==> config.mk <==
export PLATFORM = sky130hd
export DESIGN_NAME = column_level_anim
export DESIGN_NICKNAME = d
export VERILOG_FILES = /design/src/rtl/column_pkg.sv /design/src/rtl/column_rect_hit.sv /design/src/rtl/column_level_anim.sv
export SDC_FILE = /design/constraint.sdc
export NUM_CORES = 1
export LEC_CHECK = 0
export CORE_MARGIN = 3
export CORE_UTILIZATION = 38
export CTS_CLUSTER_DIAMETER = 30
export DETAILED_ROUTE_END_ITERATION = 7
export PLACE_DENSITY = 0.69
export SKIP_LAST_GASP = 1
export SYNTH_ARGS = -nofsm -noshare
export SYNTH_HDL_FRONTEND = slang
export SYNTH_SLANG_ARGS = --single-unit
export TNS_END_PERCENT = 10
==> constraint.sdc <==
create_clock -name clk -period 4 [get_ports clk]
set_input_delay 0.6 -clock clk [delete_from_list [all_inputs] [get_ports clk]]
set_output_delay 0.6 -clock clk [all_outputs]
set_load 0.01 [all_outputs]
==> src/rtl/column_pkg.sv <==
// Shared types and constants for the animated VGA level column.
// Latency: n/a (types only).
// Backpressure: n/a.
package column_pkg;

  // Width of the VGA pixel coordinates (Q_X/Q_Y) and of every pixel-space quantity.
  localparam int COORD_W = 10;

  // Animation FSM states.
  typedef enum logic [1:0] {
    IDLE,
    RISE,
    FALL,
    DONE
  } col_state_t;

endpackage

==> src/rtl/column_rect_hit.sv <==
// Half-open box test: hit = X0 <= q_x < X1 and Y0 <= q_y < Y1 (unsigned).
// Latency: combinational, 0 cycles.
// Backpressure: none.
// Ports: q_x, q_y (pixel coordinates) in; hit out.
module column_rect_hit
  import column_pkg::*;
#(
  parameter int X0 = 0,
  parameter int X1 = 1,
  parameter int Y0 = 0,
  parameter int Y1 = 1
) (
  input  logic [COORD_W-1:0] q_x,
  input  logic [COORD_W-1:0] q_y,
  output logic               hit
);

  localparam logic [COORD_W-1:0] X0_C = COORD_W'(X0);
  localparam logic [COORD_W-1:0] X1_C = COORD_W'(X1);
  localparam logic [COORD_W-1:0] Y0_C = COORD_W'(Y0);
  localparam logic [COORD_W-1:0] Y1_C = COORD_W'(Y1);

  assign hit = (q_x >= X0_C) && (q_x < X1_C) && (q_y >= Y0_C) && (q_y < Y1_C);

endmodule

==> src/rtl/column_level_anim.sv <==
// Animated VGA column: outer frame plus interior fill bar gliding STEP_PX per frame toward a requested level.
// Latency: pixel flags 1 clk after Q_X/Q_Y; fill moves only on frame_tick; done pulses 1 cycle on arrival.
// Backpressure: level_ready=1 only in IDLE; requests while busy are not accepted and not queued.
// Ports: clk, rst_n; frame_tick; Q_X/Q_Y pixel coords; level_valid/level/level_ready request handshake;
//        highlight (blink frame); busy, done status; Area_front, fill registered pixel flags.
module column_level_anim
  import column_pkg::*;
#(
  parameter int  X_START      = 10,
  parameter int  Y_START      = 240,
  parameter int  WIDTH        = 300,
  parameter int  HEIGHT       = 110,
  parameter int  BORDER       = 10,
  parameter int  N_SLOTS      = 6,
  parameter int  STEP_PX      = 3,
  parameter int  BLINK_FRAMES = 16,
  localparam int LW           = $clog2(N_SLOTS + 1)
) (
  input  logic               clk,
  input  logic               rst_n,
  input  logic               frame_tick,
  input  logic [COORD_W-1:0] Q_X,
  input  logic [COORD_W-1:0] Q_Y,
  input  logic               level_valid,
  input  logic [LW-1:0]      level,
  output logic               level_ready,
  input  logic               highlight,
  output logic               busy,
  output logic               done,
  output logic               Area_front,
  output logic               fill
);

  localparam int SLOT_H = (HEIGHT - 2 * BORDER) / N_SLOTS;
  localparam int BW     = $clog2(BLINK_FRAMES) + 1;

  localparam logic [COORD_W-1:0] SLOT_C  = COORD_W'(SLOT_H);
  localparam logic [COORD_W-1:0] NSLOT_C = COORD_W'(N_SLOTS);
  localparam logic [COORD_W-1:0] STEP_C  = COORD_W'(STEP_PX);
  localparam logic [COORD_W-1:0] YB_C    = COORD_W'(Y_START + HEIGHT - BORDER);
  localparam logic [BW-1:0]      BLINK_LAST = BW'(BLINK_FRAMES - 1);

  col_state_t         state, state_nxt;
  logic [COORD_W-1:0] fill_px, fill_nxt;
  logic [COORD_W-1:0] target_px, target_nxt;
  logic [COORD_W-1:0] lvl_ext, lvl_clamp, req_px;
  logic [COORD_W:0]   rise_sum;
  logic               ready_en;
  logic               accept;
  logic [BW-1:0]      blink_cnt;
  logic               vis;
  logic               outer_hit, inner_hit, bar_hit;

  // Request decode: clamp to the top slot, convert to a pixel height.
  assign lvl_ext   = COORD_W'(level);
  assign lvl_clamp = (lvl_ext > NSLOT_C) ? NSLOT_C : lvl_ext;
  assign req_px    = lvl_clamp * SLOT_C;

  // ready_en keeps level_ready low while in reset and for the first edge after release.
  assign level_ready = ready_en && (state == IDLE);
  assign accept      = level_valid && level_ready;
  assign busy        = (state != IDLE);
  assign done        = (state == DONE);

  // One extra bit so fill+STEP never wraps before comparing against the target.
  assign rise_sum = {1'b0, fill_px} + {1'b0, STEP_C};

  always_ff @(posedge clk or negedge rst_n) begin
    if (!rst_n) begin
      state     <= IDLE;
      fill_px   <= '0;
      target_px <= '0;
      ready_en  <= 1'b0;
    end else begin
      state     <= state_nxt;
      fill_px   <= fill_nxt;
      target_px <= target_nxt;
      ready_en  <= 1'b1;
    end
  end

  // IDLE ignores frame_tick, so an accept coincident with a tick steps on the next tick.
  always_comb begin
    state_nxt  = state;
    fill_nxt   = fill_px;
    target_nxt = target_px;
    case (state)
      IDLE: begin
        if (accept) begin
          target_nxt = req_px;
          if (req_px > fill_px)      state_nxt = RISE;
          else if (req_px < fill_px) state_nxt = FALL;
          else                       state_nxt = DONE;
        end
      end
      RISE: begin
        if (frame_tick) begin
          if (rise_sum >= {1'b0, target_px}) begin
            fill_nxt  = target_px;
            state_nxt = DONE;
          end else begin
            fill_nxt = rise_sum[COORD_W-1:0];
          end
        end
      end
      FALL: begin
        // fill_px > target_px here, so the difference cannot underflow.
        if (frame_tick) begin
          if ((fill_px - target_px) <= STEP_C) begin
            fill_nxt  = target_px;
            state_nxt = DONE;
          end else begin
            fill_nxt = fill_px - STEP_C;
          end
        end
      end
      DONE:    state_nxt = IDLE;
      default: state_nxt = IDLE;
    endcase
  end

  // Blink: vis flips every BLINK_FRAMES ticks while highlighted, forced visible otherwise.
  always_ff @(posedge clk or negedge rst_n) begin
    if (!rst_n) begin
      blink_cnt <= '0;
      vis       <= 1'b1;
    end else if (!highlight) begin
      blink_cnt <= '0;
      vis       <= 1'b1;
    end else if (frame_tick) begin
      if (blink_cnt == BLINK_LAST) begin
        blink_cnt <= '0;
        vis       <= ~vis;
      end else begin
        blink_cnt <= blink_cnt + 1'b1;
      end
    end
  end

  column_rect_hit #(
    .X0(X_START),
    .X1(X_START + WIDTH),
    .Y0(Y_START),
    .Y1(Y_START + HEIGHT)
  ) u_outer (
    .q_x(Q_X),
    .q_y(Q_Y),
    .hit(outer_hit)
  );

  column_rect_hit #(
    .X0(X_START + BORDER),
    .X1(X_START + WIDTH - BORDER),
    .Y0(Y_START + BORDER),
    .Y1(Y_START + HEIGHT - BORDER)
  ) u_inner (
    .q_x(Q_X),
    .q_y(Q_Y),
    .hit(inner_hit)
  );

  // Bar grows upward from the exclusive bottom YB; fill_px=0 gives Q_Y>=YB, which inner excludes.
  assign bar_hit = inner_hit && (Q_Y >= (YB_C - fill_px));

  always_ff @(posedge clk or negedge rst_n) begin
    if (!rst_n) begin
      Area_front <= 1'b0;
      fill       <= 1'b0;
    end else begin
      Area_front <= outer_hit && !inner_hit && vis;
      fill       <= bar_hit;
    end
  end

endmodule

==> results_dict.tcl, run 1 <==
set metrics [dict create \
    status "completed" \
    slew_viol_final 0 \
    grt_antenna_before_repair 0 \
    cp_top_family "adder cells" \
    wl_per_cell_um 14.77 \
    critPathBufInv 2 \
    fp.dieW_um 95.38 \
    synthCells 345 \
    critPathLaunch "level[1]" \
    peakVddDrop_mv 0.4192 \
    drcViolationCount 0 \
    final_cells 484 \
    drv_cap 0 \
    arrival_ns 3.95 \
    rsz0062_at_grt "false" \
    vias 2662 \
    hp-class "flip-flop to flip-flop" \
    die_h_um 95.38 \
    slowest_stage "fa_1" \
    ant_nets 0 \
    dieArea_mm2 0.009096 \
    skew_ns 0.004741 \
    grt_first_pass_wirelength_mm 11.99 \
    grt_max_degree 29 \
    initialDrtViolationCount 128 \
    overflow 0 \
    layout.nets 461 \
    clkTransAtPathRegs_ns 0.10 \
    postPlaceCellArea_mm2 0.003518 \
    n_antenna_cell 0 \
    hpwl_mm 5.879 \
    htreeDepth 1 \
    relSlewSlack_pct 23.32 \
    crit_path_start_kind "input pin" \
    dp_slack_ns -0.2652 \
    synth_warnings 0 \
    synth_seq_cells 28 \
    cts_root_buf "clkbuf_8" \
    cp.depth 16 \
    clk_latency_ns 0.28 \
    placed_cells 479 \
    setup_viol 0 \
    endpoint "state[1]" \
    cpPeakStageDelay_ns 0.54 \
    ios 33 \
    final_cell_area_mm2 0.003617 \
    synthArstFlopShare_pct 100.0 \
    drt_pass1_iterations 4 \
    ff2ff_path_depth 13 \
    synthDistinctLibCells 69 \
    cts_inserted_buffers 3 \
    clock.fmax_ghz 0.2643 \
    start_util_pct 40.55 \
    layout-drive-gt1-share_pct 10.39 \
    synth-edff-count 0 \
    setup_slack_ns 0.2158 \
    hold_viol_final 0 \
    core_mm2 0.007486 \
    worst-path-max-fanout 2 \
    track_usage_pct 16.38 \
    grt_pass1_vias 2542 \
    area_growth_pct 19.17 \
    cts_sinks 28 \
    p_per_area_mw_per_mm2 760.9 \
    final_core_util_pct 48.32 \
    gp_congestion 0.8949 \
    worst_setup_path_end_kind "flip-flop" \
    ys_seq_area_share_pct 23.12 \
    cts_hold_buf 0 \
    worstPathCellList "clkdlybuf4s50_1 > ha_2 > nand2b_4 > fa_1 > inv_1 > ha_1 > maj3_1 > a21oi_2 > xnor2_1 > ha_1 > nand3_1 > a21oi_1 > a2111oi_2 > nor2_1 > a21oi_1 > mux2_1" \
    syn_nets 420 \
    reg2reg_from "fill_px[0]" \
    wl_mm 7.149 \
    cts_tree "done" \
    num_rows 31 \
    vias_per_cell 5.500 \
    finalCriticalPeriod_ns 3.784 \
    cts_buffer_depth 2 \
    syn_avg_cell_area_um2 8.798 \
    finalPower_w 0.002752 \
    timing.final.crit_share_pct 94.60 \
    r2r-end "fill_px[2]" \
    p_leak_nw 1.632 \
    critPathRequiredTime_ns 4.17 \
    io_buffers 31 \
    crit_type "input pin to flip-flop" \
    syn_area_mm2 0.003035 \
    r2r_slack_ns 0.36 \
    worst_pin_slew_ns 1.142 \
    ys.flop_type "dfrtp_1" \
]
==> synth_stat cells, types with 2 or more instances <==
master	n	share of area [%]
mux2_2	5	1.9
a21oi_1	26	4.3
mux2i_1	4	1.3
ha_1	44	18
o211ai_1	5	1.2
a22oi_1	4	0.99
o21a_1	2	0.49
buf_2	3	0.49
xnor2_1	18	5.2
dfrtp_1	27	22
and4b_1	2	0.66
a2111oi_0	2	0.58
nor4_1	2	0.41
o21bai_1	2	0.49
a32o_1	2	0.66
nand3_1	5	0.82
a41o_1	3	0.99
nand2b_1	3	0.62
a32oi_1	2	0.58
clkbuf_1	4	0.49
xor2_1	2	0.58
inv_1	30	3.7
o21ai_0	25	4.1
nor3_1	9	1.5
a21o_1	9	2.2
nand4_1	4	0.82
a31oi_1	2	0.41
fa_1	3	2.0
nand2_1	20	2.5
and2_1	2	0.41
nor2b_1	7	1.4
and3_1	6	1.2
a211oi_1	2	0.49
or3_1	3	0.62
nor2_1	20	2.5
a221oi_2	2	0.99
a211o_1	2	0.58
==> worst min-delay path: stages (launching register included) <==
cell     delay (ns)
dfrtp_1        0.39
nand2_1        0.06
a41oi_1        0.04
==> through the flow <==
step / setup TNS, ns / hold WS, ns
detailed placement: -0.5174 / 0.5087
global route: 0 / 0.5499
floorplan: 0 / 0.3044
finish: 0 / 0.5214
CTS: 0 / 0.5330
global placement: -0.3173 / 0.4904
==> kinds of logic after synthesis <==
kind of cell | Yosys count | share of synthesized area (%)
compound gates | 105 | 24.81
simple gates | 94 | 16.98
fa+ha+maj | 48 | 20.45
buf+inv | 39 | 5.193
flops | 28 | 23.12
xor+xnor | 20 | 5.771
mux | 10 | 3.545
other cells | 1 | 0.1235
==> state kept, by name (all words and copies together), names as in the netlist <==
signal and cells:
Area_front 1, blink_cnt 5, fill 1, fill_px 10
ready_en 1, state 2, target_px 7, vis 1
==> routing by layer <==
metal  GRT usage (%)  routed length, um  part of all wire (%)
met5               0                  0                     0
met4           4.502                107                   1.5
met3           1.579                380                   5.3
met2           26.01               3237                    45
met1           23.70               3424                    48
==> cells in the final DEF (no fill, tap or decap), types with 3 or more instances in the layout <==
cell,Yosys,routed
inv_1,30,30
nand2_1,20,20
mux2i_1,4,4
and3_1,6,6
a22oi_1,4,4
a21oi_1,26,25
dfrtp_1,27,27
nand3_1,5,5
ha_1,44,43
mux2_2,5,5
nor2_1,20,20
nor2b_1,7,7
clkbuf_8,0,3
nand4_1,4,4
clkdlybuf4s50_1,0,31
o211ai_1,5,5
xnor2_1,18,18
or3_1,3,3
a41o_1,3,3
nor3_1,9,9
buf_4,0,13
a21o_1,9,9
fa_1,3,3
o21ai_0,25,25
==> worst min path at each step <==
stage | cells past startpoint | to | from
after floorplan | 0 | Area_front | rst_n
after global placement | 1 | target_px[3] | target_px[3]
after detailed placement | 1 | target_px[3] | target_px[3]
after CTS | 2 | blink_cnt[4] | blink_cnt[4]
after global routing | 1 | target_px[3] | target_px[3]
final | 2 | blink_cnt[4] | blink_cnt[4]
==> final cells by class <==
class,instances,area (um^2)
sequential,28,701.9
timing repair buffer,44,407.9
clock inverter,1,30.03
fill,719,3869
tap,99,123.9
multi-input combinational,278,2196
clock buffer,3,41.29
inverter,31,116.4
==> power by group <==
group / switching, W / internal (W)
Sequential: 0.000145 / 0.000374
Combinational: 0.00113 / 0.000877
Clock: 0.0000947 / 0.000134
==> repair_timing <==
| action | in CTS | in global routing |
|---|---|---|
| gates resized for setup | 0 | 5 |
| setup buffers | 0 | 1 |
| setup endpoints to repair | 0 | 2 |
Power figures use the tool's default switching activity.
==> run 2: changes to the inputs <==
--- a/config.mk
+++ b/config.mk
@@ -5,11 +5,13 @@
 export SDC_FILE = /design/constraint.sdc
 export NUM_CORES = 1
 export LEC_CHECK = 0
+export CELL_PAD_IN_SITES_DETAIL_PLACEMENT = 1
+export CELL_PAD_IN_SITES_GLOBAL_PLACEMENT = 1
 export CORE_MARGIN = 3
 export CORE_UTILIZATION = 38
 export CTS_CLUSTER_DIAMETER = 30
 export DETAILED_ROUTE_END_ITERATION = 7
-export PLACE_DENSITY = 0.69
+export PLACE_DENSITY = 0.84
 export SKIP_LAST_GASP = 1
 export SYNTH_ARGS = -nofsm -noshare
 export SYNTH_HDL_FRONTEND = slang
==> run 2 against run 1 <==
Against the previous run:
- via count grew 3.3%
- non-clock buffer count grew 3
- power grew 4.9%
- clock-buffer cell count is the same
- combinational power grew 7%
- maximum frequency shrank 1.3%
- cell count grew 0.62%
- largest power group unchanged
==> results_dict.tcl, run 2 (synthesis results as in run 1) <==
set metrics [dict create \
    cts_hold_buf 0 \
    timing.final.crit_share_pct 95.88 \
    io_buffers 31 \
    overflow 0 \
    initialDrtViolationCount 126 \
    worst_setup_path_end_kind "flip-flop" \
    route.met3.wl_um 129 \
    reg2reg_from "fill_px[2]" \
    p_per_area_mw_per_mm2 789.5 \
    slew_viol_final 0 \
    arrival_ns 4.01 \
    hp-class "flip-flop to flip-flop" \
    num_rows 31 \
    r2r-end "fill_px[2]" \
    drcViolationCount 0 \
    setup_slack_ns 0.1647 \
    die_h_um 95.38 \
    final_cell_mix "44 x ha_1, 31 x clkdlybuf4s50_1, 30 x inv_1" \
    rsz0062_at_grt "true" \
    clock.fmax_ghz 0.2607 \
    ios 33 \
    worst-path-max-fanout 2 \
    ant_nets 0 \
    hold_path_end "blink_cnt[4]" \
    htreeDepth 1 \
    grt_first_pass_wirelength_mm 14.58 \
    crit_path_start_kind "input pin" \
    multi_input_area_mm2 0.002213 \
    cts_root_buf "clkbuf_8" \
    worst_pin_slew_ns 0.6481 \
    r2r_slack_ns 0.43 \
    whs_ns 0.5073 \
    gp_congestion 0.8606 \
    area_growth_pct 20.49 \
    layout-drive-gt1-share_pct 11.86 \
    min_path_cells 2 \
    clk_latency_ns 0.28 \
    track_usage_pct 20.34 \
    final_common_cell "ha_1" \
    relSlewSlack_pct 56.63 \
    grt_antenna_before_repair 0 \
    vias_per_cell 5.649 \
    grt_max_degree 29 \
    comb_power_share_pct 74.3 \
    layout.nets 464 \
    hold_viol_final 0 \
    status "completed" \
    largest_reg_flops 10 \
    setup_viol 0 \
    fp.dieW_um 95.38 \
    ff2ff_path_depth 11 \
    top_layer "met4" \
    n_fill_cell 899 \
    p_sw_w 0.001465 \
    n_antenna_cell 0 \
    dp_slack_ns -0.4576 \
    reg_top3 "fill_px x10, target_px x7, blink_cnt x5" \
    clock_power_share_pct 7.9 \
    vias 2751 \
    wl_met2_mm 4.661 \
    start_util_pct 40.55 \
    cts_sinks 28 \
    finalCriticalPeriod_ns 3.835 \
    p_int_w 0.001422 \
    crit_type "input pin to flip-flop" \
    p_seq_share_pct 17.7 \
    hp-start "blink_cnt[4]" \
    drt_pass1_iterations 4 \
    cts_buffer_depth 2 \
    cts_inserted_buffers 3 \
    skew_ns 0.003057 \
    clkTransAtPathRegs_ns 0.10 \
    cts_tree "done" \
    top_register "fill_px" \
    switching_share_pct 50.75 \
    p_leak_nw 1.656 \
    critPathRequiredTime_ns 4.17 \
    peakVddDrop_mv 0.3752 \
    ff_latch_area_um2 701.9 \
    wl_mm 8.730 \
    routedLengthMet1_mm 3.865 \
    core_mm2 0.007486 \
    wl_per_cell_um 17.93 \
    grt_pass1_vias 2985 \
    hpwl_mm 7.112 \
    dieArea_mm2 0.009096 \
    drv_cap 0 \
]
run 2: cell types whose count changed in the layout (fill, tap and decap cells not counted), sizes merged:
cell	delta
buf	+3
run 2: per-layer routing:
layer | vias to the layer above | GRT usage, %
met1 | 1367 | 25.46
met4 | 0 | 3.673
met3 | 5 | 1.105
met2 | 35 | 38.60
li1 | 1344 | -
met5 | - | 0
run 2: cell type report:
class                   instances  share of cell area [%]
multi-input cells             278                   60.52
flip-flops and latches         28                   19.19
repair buffers                 47                   11.77
well taps                      99                   3.387
inverters                      31                   3.182
clock buffers                   3                   1.129
clock inverters                 1                  0.8211
run 2: worst max-delay path by stage:
stage                  start       end  slack [ns]  cells after the start
finish              level[1]  state[1]        0.16                     17
global route        level[1]  state[1]       -0.05                     17
CTS                 level[1]  state[0]        0.02                     16
detailed placement  level[1]  state[0]       -0.46                     16
global placement    level[1]  state[0]       -0.17                     16
floorplan           level[1]  state[0]        0.39                     15
run 2: critical path, cell delays in order:
cell and delay [ns]:
clkdlybuf4s50_1 0.43, ha_1 0.23, nand2b_4 0.16, fa_1 0.53, inv_1 0.07, ha_1 0.23
ha_1 0.21, a21oi_2 0.16, buf_4 0.13, o21bai_1 0.05, a21o_1 0.21, ha_1 0.31
nand4_1 0.10, nor2_1 0.06, a21oi_1 0.16, a21oi_1 0.08, mux2_1 0.29
run 2: what timing repair did:
item / CTS / global route
gates resized for setup: 2 / 6
endpoints found under the setup margin: 2 / 2
gates cloned: 0 / 0
buffers inserted: 0 / 1
pin swaps: 1 / 5
run 2: per-stage QoR:
stage / util [%] / cells / area, um^2 / setup TNS (ns) / total power, W
finish: 48.86 / 487 / 3657 / 0 / 0.002887
global route: 48.86 / 487 / 3657 / -0.08875 / 0.003183
CTS: 48.34 / 486 / 3618 / 0 / 0.002870
detailed placement: 47.30 / 482 / 3541 / -0.8742 / 0.002606
global placement: 47.30 / 482 / 3541 / -0.3251 / 0.002469
floorplan: - / 345 / 3035 / 0 / 0.002008
run 2: power groups by stage:
stage,Sequential [W],Clock (W),Combinational [W]
2_1_floorplan,0.000448,0,0.00156
3_3_place_gp,0.000505,0,0.00196
3_5_place_dp,0.000516,0,0.00209
4_1_cts,0.000511,0.000235,0.00212
5_1_grt,0.000531,0.000244,0.00241
6_report,0.000512,0.000228,0.00215
==> run 3: changes to the inputs <==
--- a/config.mk
+++ b/config.mk
@@ -8,10 +8,10 @@
 export CELL_PAD_IN_SITES_DETAIL_PLACEMENT = 1
 export CELL_PAD_IN_SITES_GLOBAL_PLACEMENT = 1
 export CORE_MARGIN = 3
-export CORE_UTILIZATION = 38
+export CORE_UTILIZATION = 25
 export CTS_CLUSTER_DIAMETER = 30
 export DETAILED_ROUTE_END_ITERATION = 7
-export PLACE_DENSITY = 0.84
+export PLACE_DENSITY_LB_ADDON = 0.1
 export SKIP_LAST_GASP = 1
 export SYNTH_ARGS = -nofsm -noshare
 export SYNTH_HDL_FRONTEND = slang
==> run 3 against run 2 <==
Against the previous run:
- non-clock buffer count rose by 2
- sequential cell count stayed put
- utilization shrank 17 points
==> results_dict.tcl, run 3 (synthesis results as in run 1) <==
set metrics [dict create \
    status "completed" \
    core_mm2 0.01166 \
    clkTransAtPathRegs_ns 0.07 \
    ios 33 \
    routedLengthMet1_mm 4.329 \
    vias_per_cell 5.043 \
    htreeDepth 1 \
    setup_viol 0 \
    grt_pass1_vias 2894 \
    postPlaceCellArea_mm2 0.003611 \
    n_fill_cell 1366 \
    cts_hold_buf 0 \
    p_per_area_mw_per_mm2 786.7 \
    clk_latency_ns 0.27 \
    top_layer "met4" \
    initialDrtViolationCount 113 \
    hpwl_mm 7.327 \
    wl_met2_mm 4.198 \
    grt_first_pass_wirelength_mm 14.69 \
    final_common_cell "ha_1" \
    rsz0062_at_grt "true" \
    finalCriticalPeriod_ns 3.828 \
    hp-class "flip-flop to flip-flop" \
    grt_max_degree 29 \
    wl_mm 8.881 \
    final_cell_area_mm2 0.003745 \
    setup_slack_ns 0.1715 \
    p_leak_nw 1.677 \
    clock.fmax_ghz 0.2612 \
    worst-path-max-fanout 2 \
    n_antenna_cell 0 \
    grt_antenna_before_repair 0 \
    start_util_pct 26.03 \
    drcViolationCount 0 \
    area_growth_pct 23.37 \
    ant_nets 0 \
    drv_cap 0 \
    track_usage_pct 13.78 \
    arrival_ns 3.99 \
    worst_pin_slew_ns 0.6852 \
    cts_buffer_depth 2 \
    gp_congestion 0.7918 \
    overflow 0 \
    reg_top3 "fill_px x10, target_px x7, blink_cnt x5" \
    num_rows 39 \
    cts_inserted_buffers 3 \
    critPathRequiredTime_ns 4.16 \
    drt_pass1_iterations 4 \
    largest_reg_flops 10 \
    timing.final.crit_share_pct 95.71 \
    route.met3.wl_um 209 \
    multi_input_area_mm2 0.002197 \
    layout-drive-gt1-share_pct 11.54 \
    hold_viol_final 0 \
    peakVddDrop_mv 0.2306 \
    vias 2688 \
    skew_ns 0.002652 \
    cts_sinks 28 \
    dp_slack_ns -0.3015 \
    relSlewSlack_pct 54.15 \
    dieArea_mm2 0.01350 \
    io_buffers 31 \
    layout.nets 466 \
    wl_per_cell_um 16.66 \
    ff_latch_area_um2 701.9 \
    crit_type "input pin to flip-flop" \
    fp.dieW_um 116.2 \
    die_h_um 116.2 \
    top_register "fill_px" \
    final_cell_mix "44 x ha_1, 31 x clkdlybuf4s50_1, 30 x inv_1" \
    worst_setup_path_end_kind "flip-flop" \
    cts_root_buf "clkbuf_16" \
    whs_ns 0.5091 \
    crit_path_start_kind "input pin" \
    slew_viol_final 0 \
    cts_tree "done" \
]
-- run 3: cell count changes in the layout (fill, tap and decap cells not counted), sizes merged --
cell / before / now
buf: 16 / 18
-- run 3: metal layers --
layer	vias to the layer above	track usage [%]
met5	-	0
met4	0	4.176
met3	7	1.088
met2	33	23.40
met1	1295	18.71
li1	1353	-
-- run 3: area by class of cell --
| type | count | share of cell area, % |
|---|---|---|
| Clock buffer | 3 | 2.005 |
| Sequential cell | 28 | 18.74 |
| Clock inverter | 1 | 0.8019 |
| Tap cell | 143 | 4.778 |
| Multi-Input combinational cell | 278 | 58.67 |
| Timing Repair Buffer | 49 | 11.89 |
| Inverter | 31 | 3.107 |
-- run 3: final timing paths --
| kind | from | to | slack [ns] | cells after the start |
|---|---|---|---|---|
| max | level[1] | state[1] | 0.17 | 16 |
| min | target_px[2] | target_px[2] | 0.51 | 1 |
| max reg2reg | fill_px[1] | fill_px[2] | 0.53 | 13 |
| min reg2reg | target_px[2] | target_px[2] | 0.51 | 1 |
| max in group asynchronous | rst_n | vis | 2.94 | 2 |
| min in group asynchronous | rst_n | fill_px[1] | 0.72 | 2 |
-- run 3: report_power, final --
part | internal [W] | switching [W] | total, W
sequential | 0.000375 | 0.000127 | 0.000502
clock | 0.000200 | 0.000106 | 0.000306
combinational | 0.000919 | 0.00122 | 0.00214
-- run 3: what timing repair did --
item,CTS,global route
buffers inserted,0,1
gates resized for setup,1,4
pin swaps,0,3
setup endpoints to repair,2,2
-- run 3: critical path, stage by stage --
cell             delay (ns)
clkdlybuf4s50_1        0.42
ha_1                   0.21
nand2b_1               0.17
fa_1                   0.51
inv_1                  0.06
ha_1                   0.22
maj3_1                 0.38
a21oi_2                0.20
xnor2_2                0.09
ha_1                   0.30
nand3_1                0.10
a21oi_1                0.16
a2111oi_2              0.05
nor2_1                 0.13
a21oi_1                0.08
mux2_1                 0.29
-- run 3: metrics by stage --
stage	std cells	power (W)	setup TNS, ns	util (%)
after floorplan	345	0.002008	0	-
after global placement	528	0.002605	-0.4462	30.96
after detailed placement	528	0.002646	-0.5851	30.96
after CTS	532	0.002977	0	31.87
after global routing	533	0.003280	-0.07455	32.11
final	533	0.002946	0	32.11
